[config.mk]
export PLATFORM = sky130hd
export DESIGN_NAME = alu_issue_stage
export DESIGN_NICKNAME = d
export VERILOG_FILES = /design/src/rtl/alu_issue_stage.sv
export SDC_FILE = /design/constraint.sdc
export NUM_CORES = 1
export LEC_CHECK = 0
export ABC_AREA = 1
export BUFFER_PORTS_ARGS = -buffer_cell sky130_fd_sc_hd__clkbuf_2
export CAP_MARGIN = 10
export CORE_UTILIZATION = 49
export DETAILED_ROUTE_END_ITERATION = 10
export GPL_ROUTABILITY_DRIVEN = 0
export PLACE_DENSITY = 0.82
export SLEW_MARGIN = 10
export SYNTH_ARGS = -nofsm -noshare
export SYNTH_HDL_FRONTEND = slang
export SYNTH_SLANG_ARGS = --single-unit
[constraint.sdc]
create_clock -name clk -period 2.1 [get_ports clk]
set_input_delay 0.21 -clock clk [delete_from_list [all_inputs] [get_ports clk]]
set_output_delay 0.21 -clock clk [all_outputs]
set_load 0.01 [all_outputs]
[src/rtl/alu_issue_stage.sv]
// ---------------------------------------------------------------------------
// alu_issue_stage
//   Single-entry issue register sitting directly in front of the ALU.
//   Resolves op1/op2 source selection (PC / immediate / register) and the
//   writeback bypass at capture time. It then holds the ALU function,
//   operands and destination info until the downstream side consumes them.
//   While an instruction is stalled, writebacks to its source registers are
//   folded into the held operands, so they never go stale.
//
// Ports
//   clk, rst_n            clock (rising edge), async active-low reset
//   flush                 kills the held entry and any same-cycle capture
//   in_valid / in_ready   upstream handshake (in_ready is combinational)
//   in_fun, in_rs1/2, in_rs1/2_data, in_imm, in_pc,
//   in_op1_pc, in_op2_imm, in_rd, in_wen    decoded instruction
//   wb_wen, wb_rd, wb_data                  writeback port (bypass source)
//   out_valid / out_ready downstream handshake
//   out_fun, out_op1, out_op2, out_rd, out_wen   registered ALU request
//
// Optional build macro ALU_ISSUE_PERF_EN
//   Adds perf_issued[31:0] (capture count) and perf_stall[31:0] (cycles with
//   out_valid && !out_ready). Both counters wrap, and flush does not clear them.
// ---------------------------------------------------------------------------
module alu_issue_stage #(
    parameter int XLEN  = 32,
    parameter int FUN_W = 4,
    parameter int RA_W  = 5
) (
    input  logic             clk,
    input  logic             rst_n,
    input  logic             flush,
    input  logic             in_valid,
    output logic             in_ready,
    input  logic [FUN_W-1:0] in_fun,
    input  logic [RA_W-1:0]  in_rs1,
    input  logic [RA_W-1:0]  in_rs2,
    input  logic [XLEN-1:0]  in_rs1_data,
    input  logic [XLEN-1:0]  in_rs2_data,
    input  logic [XLEN-1:0]  in_imm,
    input  logic [XLEN-1:0]  in_pc,
    input  logic             in_op1_pc,
    input  logic             in_op2_imm,
    input  logic [RA_W-1:0]  in_rd,
    input  logic             in_wen,
    input  logic             wb_wen,
    input  logic [RA_W-1:0]  wb_rd,
    input  logic [XLEN-1:0]  wb_data,
    output logic             out_valid,
    input  logic             out_ready,
    output logic [FUN_W-1:0] out_fun,
    output logic [XLEN-1:0]  out_op1,
    output logic [XLEN-1:0]  out_op2,
    output logic [RA_W-1:0]  out_rd,
    output logic             out_wen
`ifdef ALU_ISSUE_PERF_EN
    ,
    output logic [31:0]      perf_issued,
    output logic [31:0]      perf_stall
`endif
);

    logic             valid_q, valid_d;
    logic [FUN_W-1:0] fun_q, fun_d;
    logic [XLEN-1:0]  op1_q, op1_d;
    logic [XLEN-1:0]  op2_q, op2_d;
    logic [RA_W-1:0]  rd_q, rd_d;
    logic             wen_q, wen_d;
    // Source addresses and select flags of the held entry, kept for refresh
    logic [RA_W-1:0]  rs1_q, rs1_d;
    logic [RA_W-1:0]  rs2_q, rs2_d;
    logic             op1_pc_q, op1_pc_d;
    logic             op2_imm_q, op2_imm_d;

    logic capture;
    logic stall;
    logic wb_hit1, wb_hit2;

    // x0 always reads zero; otherwise a same-cycle writeback wins over RF data
    function automatic logic [XLEN-1:0] bypass(
        input logic [RA_W-1:0] src,
        input logic [XLEN-1:0] rf_data,
        input logic            w_en,
        input logic [RA_W-1:0] w_rd,
        input logic [XLEN-1:0] w_data
    );
        if (src == '0)                 return '0;
        else if (w_en && w_rd == src)  return w_data;
        else                           return rf_data;
    endfunction

    assign in_ready = !valid_q || out_ready;
    assign capture  = in_valid && in_ready && !flush;
    assign stall    = valid_q && !out_ready;

    // Refresh hits on the held entry; x0 and non-register operands never match
    assign wb_hit1 = wb_wen && (wb_rd != '0) && (wb_rd == rs1_q) && !op1_pc_q;
    assign wb_hit2 = wb_wen && (wb_rd != '0) && (wb_rd == rs2_q) && !op2_imm_q;

    always_comb begin
        valid_d   = valid_q;
        fun_d     = fun_q;
        op1_d     = op1_q;
        op2_d     = op2_q;
        rd_d      = rd_q;
        wen_d     = wen_q;
        rs1_d     = rs1_q;
        rs2_d     = rs2_q;
        op1_pc_d  = op1_pc_q;
        op2_imm_d = op2_imm_q;

        if (flush) begin
            // Only validity is dropped; data is stale but masked by out_valid
            valid_d = 1'b0;
        end else if (capture) begin
            valid_d   = 1'b1;
            fun_d     = in_fun;
            op1_d     = in_op1_pc  ? in_pc  : bypass(in_rs1, in_rs1_data, wb_wen, wb_rd, wb_data);
            op2_d     = in_op2_imm ? in_imm : bypass(in_rs2, in_rs2_data, wb_wen, wb_rd, wb_data);
            rd_d      = in_rd;
            wen_d     = in_wen;
            rs1_d     = in_rs1;
            rs2_d     = in_rs2;
            op1_pc_d  = in_op1_pc;
            op2_imm_d = in_op2_imm;
        end else if (valid_q && out_ready) begin
            valid_d = 1'b0;
        end else if (stall) begin
            if (wb_hit1) op1_d = wb_data;
            if (wb_hit2) op2_d = wb_data;
        end
    end

    always_ff @(posedge clk or negedge rst_n) begin
        if (!rst_n) begin
            valid_q   <= 1'b0;
            fun_q     <= '0;
            op1_q     <= '0;
            op2_q     <= '0;
            rd_q      <= '0;
            wen_q     <= 1'b0;
            rs1_q     <= '0;
            rs2_q     <= '0;
            op1_pc_q  <= 1'b0;
            op2_imm_q <= 1'b0;
        end else begin
            valid_q   <= valid_d;
            fun_q     <= fun_d;
            op1_q     <= op1_d;
            op2_q     <= op2_d;
            rd_q      <= rd_d;
            wen_q     <= wen_d;
            rs1_q     <= rs1_d;
            rs2_q     <= rs2_d;
            op1_pc_q  <= op1_pc_d;
            op2_imm_q <= op2_imm_d;
        end
    end

    assign out_valid = valid_q;
    assign out_fun   = fun_q;
    assign out_op1   = op1_q;
    assign out_op2   = op2_q;
    assign out_rd    = rd_q;
    assign out_wen   = wen_q;

`ifdef ALU_ISSUE_PERF_EN
    logic [31:0] perf_issued_q;
    logic [31:0] perf_stall_q;

    always_ff @(posedge clk or negedge rst_n) begin
        if (!rst_n) begin
            perf_issued_q <= '0;
            perf_stall_q  <= '0;
        end else begin
            if (capture) perf_issued_q <= perf_issued_q + 32'd1;
            if (stall)   perf_stall_q  <= perf_stall_q + 32'd1;
        end
    end

    assign perf_issued = perf_issued_q;
    assign perf_stall  = perf_stall_q;
`endif

endmodule

==> metrics.txt, run 1 <==
final hold slack 0.0499 ns; WP depth 12; cell taking the most area after synthesis dfrtp_1; switching part of the total power 33.8%; die width 116 um; PortBufs 268; top cell type's share of synthesized area 33.9%; FMAX 0.515 GHz; crit start category flip-flop; CTS root buf clkbuf_16; clk_lat worst skew 0.35 ns; CP Buf/Inv Count 5; number of synthesized register bits 87; endpoints failing setup 0; number of library cell types mapped by synthesis 17; DR vias 7934; Area Growth Syn to Fin 31.1%; Syn Nets 1281; final count of hold timing violations 0; row count 41; multi-input logic area 3260 um2; Mapped Area 6410 um2; CP arrival 2.23 ns; YS warnings 0; relative slew slack 58.6%; clock sink count 87; HPWL after DPL 16.0 mm; total of max-cap violations 0; Final Cycle Share 92.5%; fill count 1182; Setup Skew 0.00461 ns; Worst Tran Pin Value 0.620 ns; CP peak stage delay 0.34 ns; maximum vdd drop 533 uV; via density per instance 5.27; largest net degree at the start of global routing 84; first-pass GRT wire length 35.0 mm; Worst Path Class, Setup flip-flop to flip-flop; Seq/Total Area, Yosys 33.9%; number of diodes 0; WP data required 2.38 ns; Hold Path Cell Cnt 3; vias in the first global route 7350; Slew Limit Fails 0; cell mode on critical path nor2_1; antenna viol nets, final 0; Crit-path slowest cell dfrtp_1; critical path capture point type flip-flop; clk buf depth 2; outcome complete, no violations; IO Pins 269; drt wl/cell 15.3 um; worst reg2reg path depth 12; Setup TNS 0 ns; RSZ-0062 raised after global routing false; crit path cell chain inv_1 > nor2_2 > inv_1 > nand2_1 > buf_4 > inv_4 > buf_4 > nor2_1 > a21oi_1 > nand3_1 > nor2_1 > nor2_1; Top delay family on crit path simple AND/OR/NAND/NOR gates; P_int 0.00373 W; gr ovfl total 0; CTS buffer count 9; TritonCTS clock tree yes; Clk network pwr share 32.3%; DRC 0; Initial Utilization 50.6%; Initial DRT Pass Iterations 6; die area 13600 um2; Psw 0.00191 W; layout cells sized above 1 24.4%; Pleak 4.91 nW; Hold WC Path Type input port to flip-flop; clk slew on worst S/H paths 0.07 ns; Core ar. 12700 um2; Power Density 671 nW/um2; NumNets Final 1521; top area cells in the synthesized netlist dfrtp_1 (34%), nor2_1 (14%), nand2_1 (12%); Mapped Avg Cell Area 5.90 um2; Syn Inst Count 1088; # Post-CTS Setup Buffers 0; initial antenna violation count 0; die height 116 um; GRT Util Overall 33.7%; H-tree level count 3; min cycle time layout 1.94 ns; Gate power share 29.3%; DR iter-0 viols 1093; final wirelength 23.0 mm; Flop pwr share 38.4%; crit-path max FO 14; register area 2180 um2
## state kept, by name (all words and copies together) (netlist names), 4 cells and up
register,flops
rs2_q,5
out_rd,5
out_op2,32
out_fun,4
rs1_q,5
out_op1,32
## metrics by stage
step | instances | util [%] | instance area (um2) | total power (W) | setup WS (ns)
after floorplan | 1088 | - | 6410 | 0.00303 | 0.475
after global placement | 1487 | 63.4 | 8030 | 0.00379 | 0.0980
after detailed placement | 1487 | 63.4 | 8030 | 0.00381 | 0.0496
after CTS | 1504 | 66.1 | 8380 | 0.00563 | 0.0366
after global routing | 1505 | 66.3 | 8410 | 0.00594 | 0.00270
final | 1505 | 66.3 | 8410 | 0.00564 | 0.157
## final timing paths
kind / start / to / slack, ns
worst max-delay path: out_valid / out_op2[29] / 0.16
worst min-delay path: in_fun[2] / out_fun[2] / 0.05
worst max register to register: out_valid / out_op2[29] / 0.16
worst min register to register: out_fun[2] / out_fun[2] / 0.48
max in group asynchronous: rst_n / out_op1[23] / 1.04
min in group asynchronous: rst_n / out_op2[14] / 0.40
## cells in the final DEF, fill, tap and decap left out, types with 2 or more instances in the layout
cell type and count:
nor2_2 3, nor2_4 5, nand3_1 137, buf_12 12
nand2_1 208, a21oi_1 130, nor3_1 2, xnor2_1 2
nor2_1 235, inv_1 190, o21bai_1 2, dfrtp_1 87
clkinvlp_4 2, clkbuf_2 267, xor2_1 2, bufinv_16 2
clkbuf_16 9, inv_2 3, nor3_4 2, buf_4 11
nand2_2 2, o21ai_0 12, clkbuf_8 2
## what timing repair did
item | in CTS | in global routing
endpoints found under the hold margin | 40 | 0
endpoints found under the setup margin | 0 | 63
resized for setup | 0 | 7
hold buffers | 1 | 0
## cell families (layout without fill, tap and decap cells)
logic type	Yosys count	in the layout	share of synthesized area, %
buf+inv	259	503	16.1
xor+xnor	4	4	0.546
compound gates	145	145	11.4
flops	87	87	33.9
simple gates	593	594	38.0
## synthesized netlist by cell type
| library cell | number |
|---|---|
| nand3_1 | 137 |
| nand2_1 | 210 |
| buf_1 | 7 |
| nor3_4 | 2 |
| o21ai_0 | 12 |
| inv_2 | 4 |
| a21oi_1 | 131 |
| buf_2 | 50 |
| clkbuf_1 | 8 |
| xnor2_1 | 2 |
| nor2_2 | 5 |
| o21bai_1 | 2 |
| dfrtp_1 | 87 |
| inv_1 | 190 |
| xor2_1 | 2 |
| nor3_1 | 2 |
| nor2_1 | 237 |
## worst min-delay path: cells and delay by family
family	cells	cell delay, ns
buffers and inverters	1	0.08
and+or+nand+nor	2	0.08
## power by group through the flow
stage	combinational (W)	sequential, W	clock (W)
finish	0.00165	0.00217	0.00182
CTS	0.00163	0.00216	0.00183
global route	0.00184	0.00220	0.00190
detailed placement	0.00163	0.00218	0
floorplan	0.000759	0.00227	0
global placement	0.00160	0.00218	0
## metal layers
layer	vias to the layer above	track usage [%]	share of wire (%)
li1	3808	-	-
met1	3461	41.3	39
met2	578	55.4	46
met3	87	6.69	11
met4	0	19.6	4.5
met5	-	0	0
## layout make-up
cell class | instances | area share (%)
well taps | 172 | 2.56
flip-flops and latches | 87 | 25.9
clock inverters | 5 | 0.953
multi-input cells | 743 | 38.7
inverters | 194 | 8.69
repair buffers | 293 | 20.2
clock buffers | 11 | 3.01
Power figures use the tool's default switching activity.
==> run 2: changes to the inputs <==
- CORE_UTILIZATION: 49 -> 44
- HOLD_SLACK_MARGIN: default -> 0.1
- PLACE_DENSITY: 0.82 -> 0.77
- clock period: 2.1 -> 1.7 ns (I/O delays scaled with it)
==> run 2 against run 1 <==
Compared with the run above:
- die area rose by 11%
- non-clock buffer count rose by 37
- clock power rose by 5%
- worst setup slack got worse by 0.10 ns
- worst hold slack improved by 0.068 ns
- fmax rose by 18%
- global-route usage fell by 2.1 points
- design area rose by 6.2%
- utilization fell by 2.8 points
- routed wire length rose by 9.0%
- via count rose by 2.0%
- combinational power rose by 33%
- critical endpoint is now out_op1[25]
- largest cell class unchanged
- highest routed layer unchanged
==> metrics.txt, run 2 (synthesis gave the netlist of run 1 again) <==
Worst Path Class, Setup flip-flop to flip-flop; CP arrival 1.88 ns; die width 123 um; P_int 0.00437 W; Core ar. 14000 um2; endpoints failing setup 0; clk_lat worst skew 0.35 ns; Hold WC Path Type input port to flip-flop; Worst Tran Pin Value 0.477 ns; layout cells sized above 1 26.6%; maximum vdd drop 542 uV; CTS root buf clkbuf_16; Flop pwr share 39.5%; final count of hold timing violations 0; DR iter-0 viols 979; final hold slack 0.118 ns; Setup TNS 0 ns; NumNets Final 1557; via density per instance 5.23; antenna viol nets, final 0; total power 0.00678 W; final instance area 8920 um2; H-tree level count 3; placed inst area 8180 um2; die height 123 um; Area Growth Syn to Fin 39.1%; commonest non-fill, non-tap cell in the layout clkbuf_2; RSZ-0062 raised after global routing true; clk buf depth 2; number of diodes 0; gr ovfl total 0; Final Cycle Share 96.8%; PortBufs 268; GRT Util Overall 31.6%; Power Density 760 nW/um2; vias in the first global route 7240; DRC 0; drt wl/cell 16.2 um; Crit-path slowest cell dfrtp_1; crit start category flip-flop; Gate power share 32.3%; outcome complete, no violations; critical path capture point type flip-flop; min cycle time layout 1.64 ns; relative slew slack 68.0%; IO Pins 269; Initial DRT Pass Iterations 8; DR vias 8094; initial antenna violation count 0; Finished Layout Cells 1549; crit-path max FO 10; row count 43; HPWL after DPL 16.8 mm; placed insts 1507; largest net degree at the start of global routing 66; TritonCTS clock tree yes; Psw 0.00242 W; crit path cell chain inv_2 > nor2_4 > inv_4 > nand2_4 > buf_6 > nor2_4 > buf_4 > a21oi_1 > nand3_1 > nor2_1 > nor2_1; clock sink count 87; final wirelength 25.1 mm; Slew Limit Fails 0; Clk network pwr share 28.2%; first-pass GRT wire length 36.3 mm; WP data required 1.93 ns; FMAX 0.608 GHz; CTS buffer count 9; Setup Skew 0.00993 ns; clk slew on worst S/H paths 0.07 ns; Initial Utilization 45.7%; die area 15100 um2; total of max-cap violations 0; most frequent cells in the layout clkbuf_2 (266), nor2_1 (233), nand2_1 (205), inv_1 (188), nand3_1 (134); switching part of the total power 35.6%; CP peak stage delay 0.37 ns; Pleak 5.16 nW
[run 2: cell count changes in the layout (fill, tap and decap cells not counted), moves of 3 or more]
cell,before,now
nand3_2,0,3
nand3_1,137,134
buf_6,1,8
clkinv_2,1,4
nand2_4,0,3
nand2_1,208,205
clkbuf_16,9,15
dlygate4sd3_1,1,12
buf_4,11,21
buf_12,12,17
[run 2: worst paths after layout]
| kind | endpoint | depth (start not counted) | start | slack, ns |
|---|---|---|---|---|
| setup / recovery | out_op1[25] | 11 | out_valid | 0.06 |
| hold / removal | rs2_q[2] | 3 | in_rs2[2] | 0.12 |
| setup reg to reg | out_op1[25] | 11 | out_valid | 0.06 |
| hold reg to reg | out_rd[1] | 2 | out_rd[1] | 0.48 |
| max in group asynchronous | out_op2[1] | 3 | rst_n | 0.90 |
| min in group asynchronous | out_fun[3] | 2 | rst_n | 0.16 |
[run 2: metal layers]
layer,share of wire (%),global-route usage [%]
met4,3.8,15.7
met1,40,40.6
met5,0,0
met2,47,51.2
met3,9.7,5.39
[run 2: final cells by class]
| type | count | area (um2) |
|---|---|---|
| Sequential cell | 87 | 2180 |
| Timing Repair Buffer | 330 | 2190 |
| Fill cell | 1343 | 5120 |
| Clock inverter | 6 | 36.3 |
| Tap cell | 180 | 225 |
| Clock buffer | 10 | 239 |
| Inverter | 194 | 736 |
| Multi-Input combinational cell | 742 | 3320 |
[run 2: repair_timing]
| action | in CTS | in global routing |
|---|---|---|
| gates cloned | 0 | 7 |
| hold buffers | 12 | 0 |
| setup endpoints to repair | 17 | 64 |
| hold endpoints to repair | 98 | 0 |
| buffers inserted | 0 | 8 |
| gates resized for setup | 3 | 30 |
| pin swaps | 0 | 9 |
[run 2: critical path: cells and delay by family, from the launching register on]
| family | cells | cell delay (ns) |
|---|---|---|
| buffers and inverters | 4 | 0.43 |
| AND/OR/NAND/NOR | 6 | 0.58 |
| AO/OA/AOI/OAI | 1 | 0.16 |
| flip-flops | 1 | 0.37 |
[run 2: power by group through the flow]
stage                     clock network (W)  logic [W]  registers (W)
after global placement                    0    0.00203        0.00270
after global routing                0.00201    0.00241        0.00271
final                               0.00191    0.00219        0.00268
after detailed placement                  0    0.00206        0.00270
after floorplan                           0   0.000937        0.00280
after CTS                           0.00194    0.00209        0.00267
[run 2: per-stage QoR]
| step | setup WS [ns] | util (%) |
|---|---|---|
| 2_1_floorplan | 0.0749 | - |
| 3_3_place_gp | 0.0290 | 58.2 |
| 3_5_place_dp | -0.0249 | 58.2 |
| 4_1_cts | 0.0442 | 61.1 |
| 5_1_grt | -0.0225 | 63.6 |
| 6_report | 0.0552 | 63.6 |
==> run 3: changes to the inputs <==
==> constraint.sdc (replaced) <==
create_clock -name clk -period 1.7 [get_ports clk]
set_input_delay 0.255 -clock clk [delete_from_list [all_inputs] [get_ports clk]]
set_output_delay 0.255 -clock clk [all_outputs]
set_load 0.01 [all_outputs]
==> run 3 against run 2 <==
Compared with the run above:
- the run now ends with negative setup slack left
- worst hold slack worse by 0.012 ns
- fmax is 6.1% lower
- first-iteration DRC count is 4.4% lower
- die area stayed put
- combinational power is 7% higher
- design area is 5.5% higher
- global-route usage is 0.40 points higher
- clock power is 5% higher
- sequential share of layout area is 1.3 points lower
- register-to-register slack worse by 0.11 ns
- largest cell class unchanged
- highest routed layer unchanged
==> metrics.txt, run 3 (synthesis gave the netlist of run 1 again) <==
Gate power share 33.4%; pre-CTS setup slack -0.204 ns; most frequent cells in the layout clkbuf_2 (267), nor2_1 (217), nand2_1 (194), inv_1 (189), a21oi_1 (129); row count 43; DRC 0; largest net degree at the start of global routing 54; R2R Setup Slk -0.05 ns; gr ovfl total 0; Top delay family on crit path buffers and inverters; CTS buffer count 9; FMAX 0.571 GHz; DR iter-0 viols 936; Hold WC Path Type input port to flip-flop; commonest non-fill, non-tap cell in the layout clkbuf_2; Final Util 67.1%; CP Buf/Inv Count 6; crit-path max FO 8; HPWL after DPL 17.1 mm; maximum vdd drop 662 uV; die height 123 um; Setup TNS -0.880 ns; NumNets Final 1574; die area 15100 um2; crit path cell chain inv_1 > nor2_2 > inv_2 > buf_6 > a21oi_4 > buf_12 > clkbuf_16 > buf_12 > nand3_2 > nor2_2 > nor2_1; Flop pwr share 38.1%; FF-to-FF End out_op2[10]; clk_lat worst skew 0.35 ns; Setup WS post-layout -0.0516 ns; Setup Skew 0.0103 ns; critical path capture point type flip-flop; antenna viol nets, final 0; Initial Utilization 45.7%; initial antenna violation count 0; Core ar. 14000 um2; WP data required 1.94 ns; total of max-cap violations 0; P_int 0.00447 W; endpoints failing setup 42; crit path from out_valid; TritonCTS clock tree yes; CP arrival 1.99 ns; via density per instance 5.29; clk buf depth 2; DR vias 8285; relative slew slack 62.2%; PortBufs 268; Clk network pwr share 28.5%; layout cells sized above 1 30.4%; total power 0.00704 W; Initial DRT Pass Iterations 5; outcome finished with violations; Crit-path slowest cell dfrtp_1; WP depth 11; RSZ-0062 raised after global routing true; clk slew on worst S/H paths 0.08 ns; number of diodes 0; switching part of the total power 36.6%; vias in the first global route 7266; crit start category flip-flop; GRT Util Overall 32.0%; Slew Limit Fails 0; final count of hold timing violations 0; Pleak 5.30 nW; Worst Path Class, Setup flip-flop to flip-flop; die width 123 um; Worst Tran Pin Value 0.565 ns; CP peak stage delay 0.36 ns; min cycle time layout 1.75 ns; CP endpoint out_op2[10]; Final Cycle Share 103%; first-pass GRT wire length 36.8 mm; drt wl/cell 16.5 um; Power Density 748 nW/um2; worst reg2reg path depth 11; clock sink count 87; violated checks negative setup slack; IO Pins 269; final wirelength 25.8 mm; RR Startpoint out_valid; H-tree level count 3; Area Growth Syn to Fin 46.8%; CTS root buf clkbuf_16; Psw 0.00258 W
==> run 3: repair_timing <==
item | CTS | global route
pin swaps | 2 | 29
buffers inserted | 1 | 14
gates cloned | 3 | 13
hold endpoints to repair | 92 | 0
gates resized for setup | 7 | 78
hold buffers | 6 | 0
endpoints found under the setup margin | 66 | 64
==> run 3: stage by stage <==
stage / std cells / hold WS [ns] / area [um2]
after global placement: 1513 / 0.246 / 8250
after global routing: 1566 / 0.116 / 9420
after CTS: 1539 / 0.104 / 8670
after detailed placement: 1513 / 0.248 / 8250
final: 1566 / 0.106 / 9420
after floorplan: 1088 / -0.0406 / 6410
==> run 3: how the worst min path moves through the flow <==
stage,from,to,slack (ns),depth (start not counted)
after detailed placement,rst_n,out_fun[3],0.25,2
after global routing,in_rd[2],out_rd[2],0.12,3
after floorplan,rst_n,op1_pc_q,-0.04,0
after CTS,in_rd[1],out_rd[1],0.10,3
final,in_rd[1],out_rd[1],0.11,3
after global placement,rst_n,out_fun[3],0.25,2
==> run 3: area by class of cell <==
| type | instances | area (um2) |
|---|---|---|
| inverters | 194 | 741 |
| clock inverters | 7 | 61.3 |
| well taps | 180 | 225 |
| flip-flops and latches | 87 | 2180 |
| fillers | 1304 | 4630 |
| repair buffers | 345 | 2510 |
| multi-input cells | 744 | 3480 |
| clock buffers | 9 | 225 |
==> run 3: worst reg2reg max path, stage by stage, from the launching register on <==
cell and delay (ns):
dfrtp_1 0.36, inv_1 0.06, nor2_2 0.13, inv_2 0.09, buf_6 0.14, a21oi_4 0.16, buf_12 0.15, clkbuf_16 0.18
buf_12 0.13, nand3_2 0.08, nor2_2 0.11, nor2_1 0.04
==> run 3: power by group through the flow <==
| stage | clock network, W | logic (W) | registers (W) |
|---|---|---|---|
| after floorplan | 0 | 0.000937 | 0.00280 |
| after global placement | 0 | 0.00204 | 0.00270 |
| after detailed placement | 0 | 0.00207 | 0.00271 |
| after CTS | 0.00201 | 0.00212 | 0.00267 |
| after global routing | 0.00210 | 0.00258 | 0.00272 |
| final | 0.00201 | 0.00235 | 0.00268 |
==> run 3: per-layer routing <==
metal | GRT usage (%) | wire (um) | vias to the layer above
li1 | - | - | 3918
met1 | 40.8 | 10100 | 3702
met2 | 53.2 | 12000 | 570
met3 | 5.20 | 2600 | 95
met4 | 14.3 | 1100 | 0
met5 | 0 | 0 | -
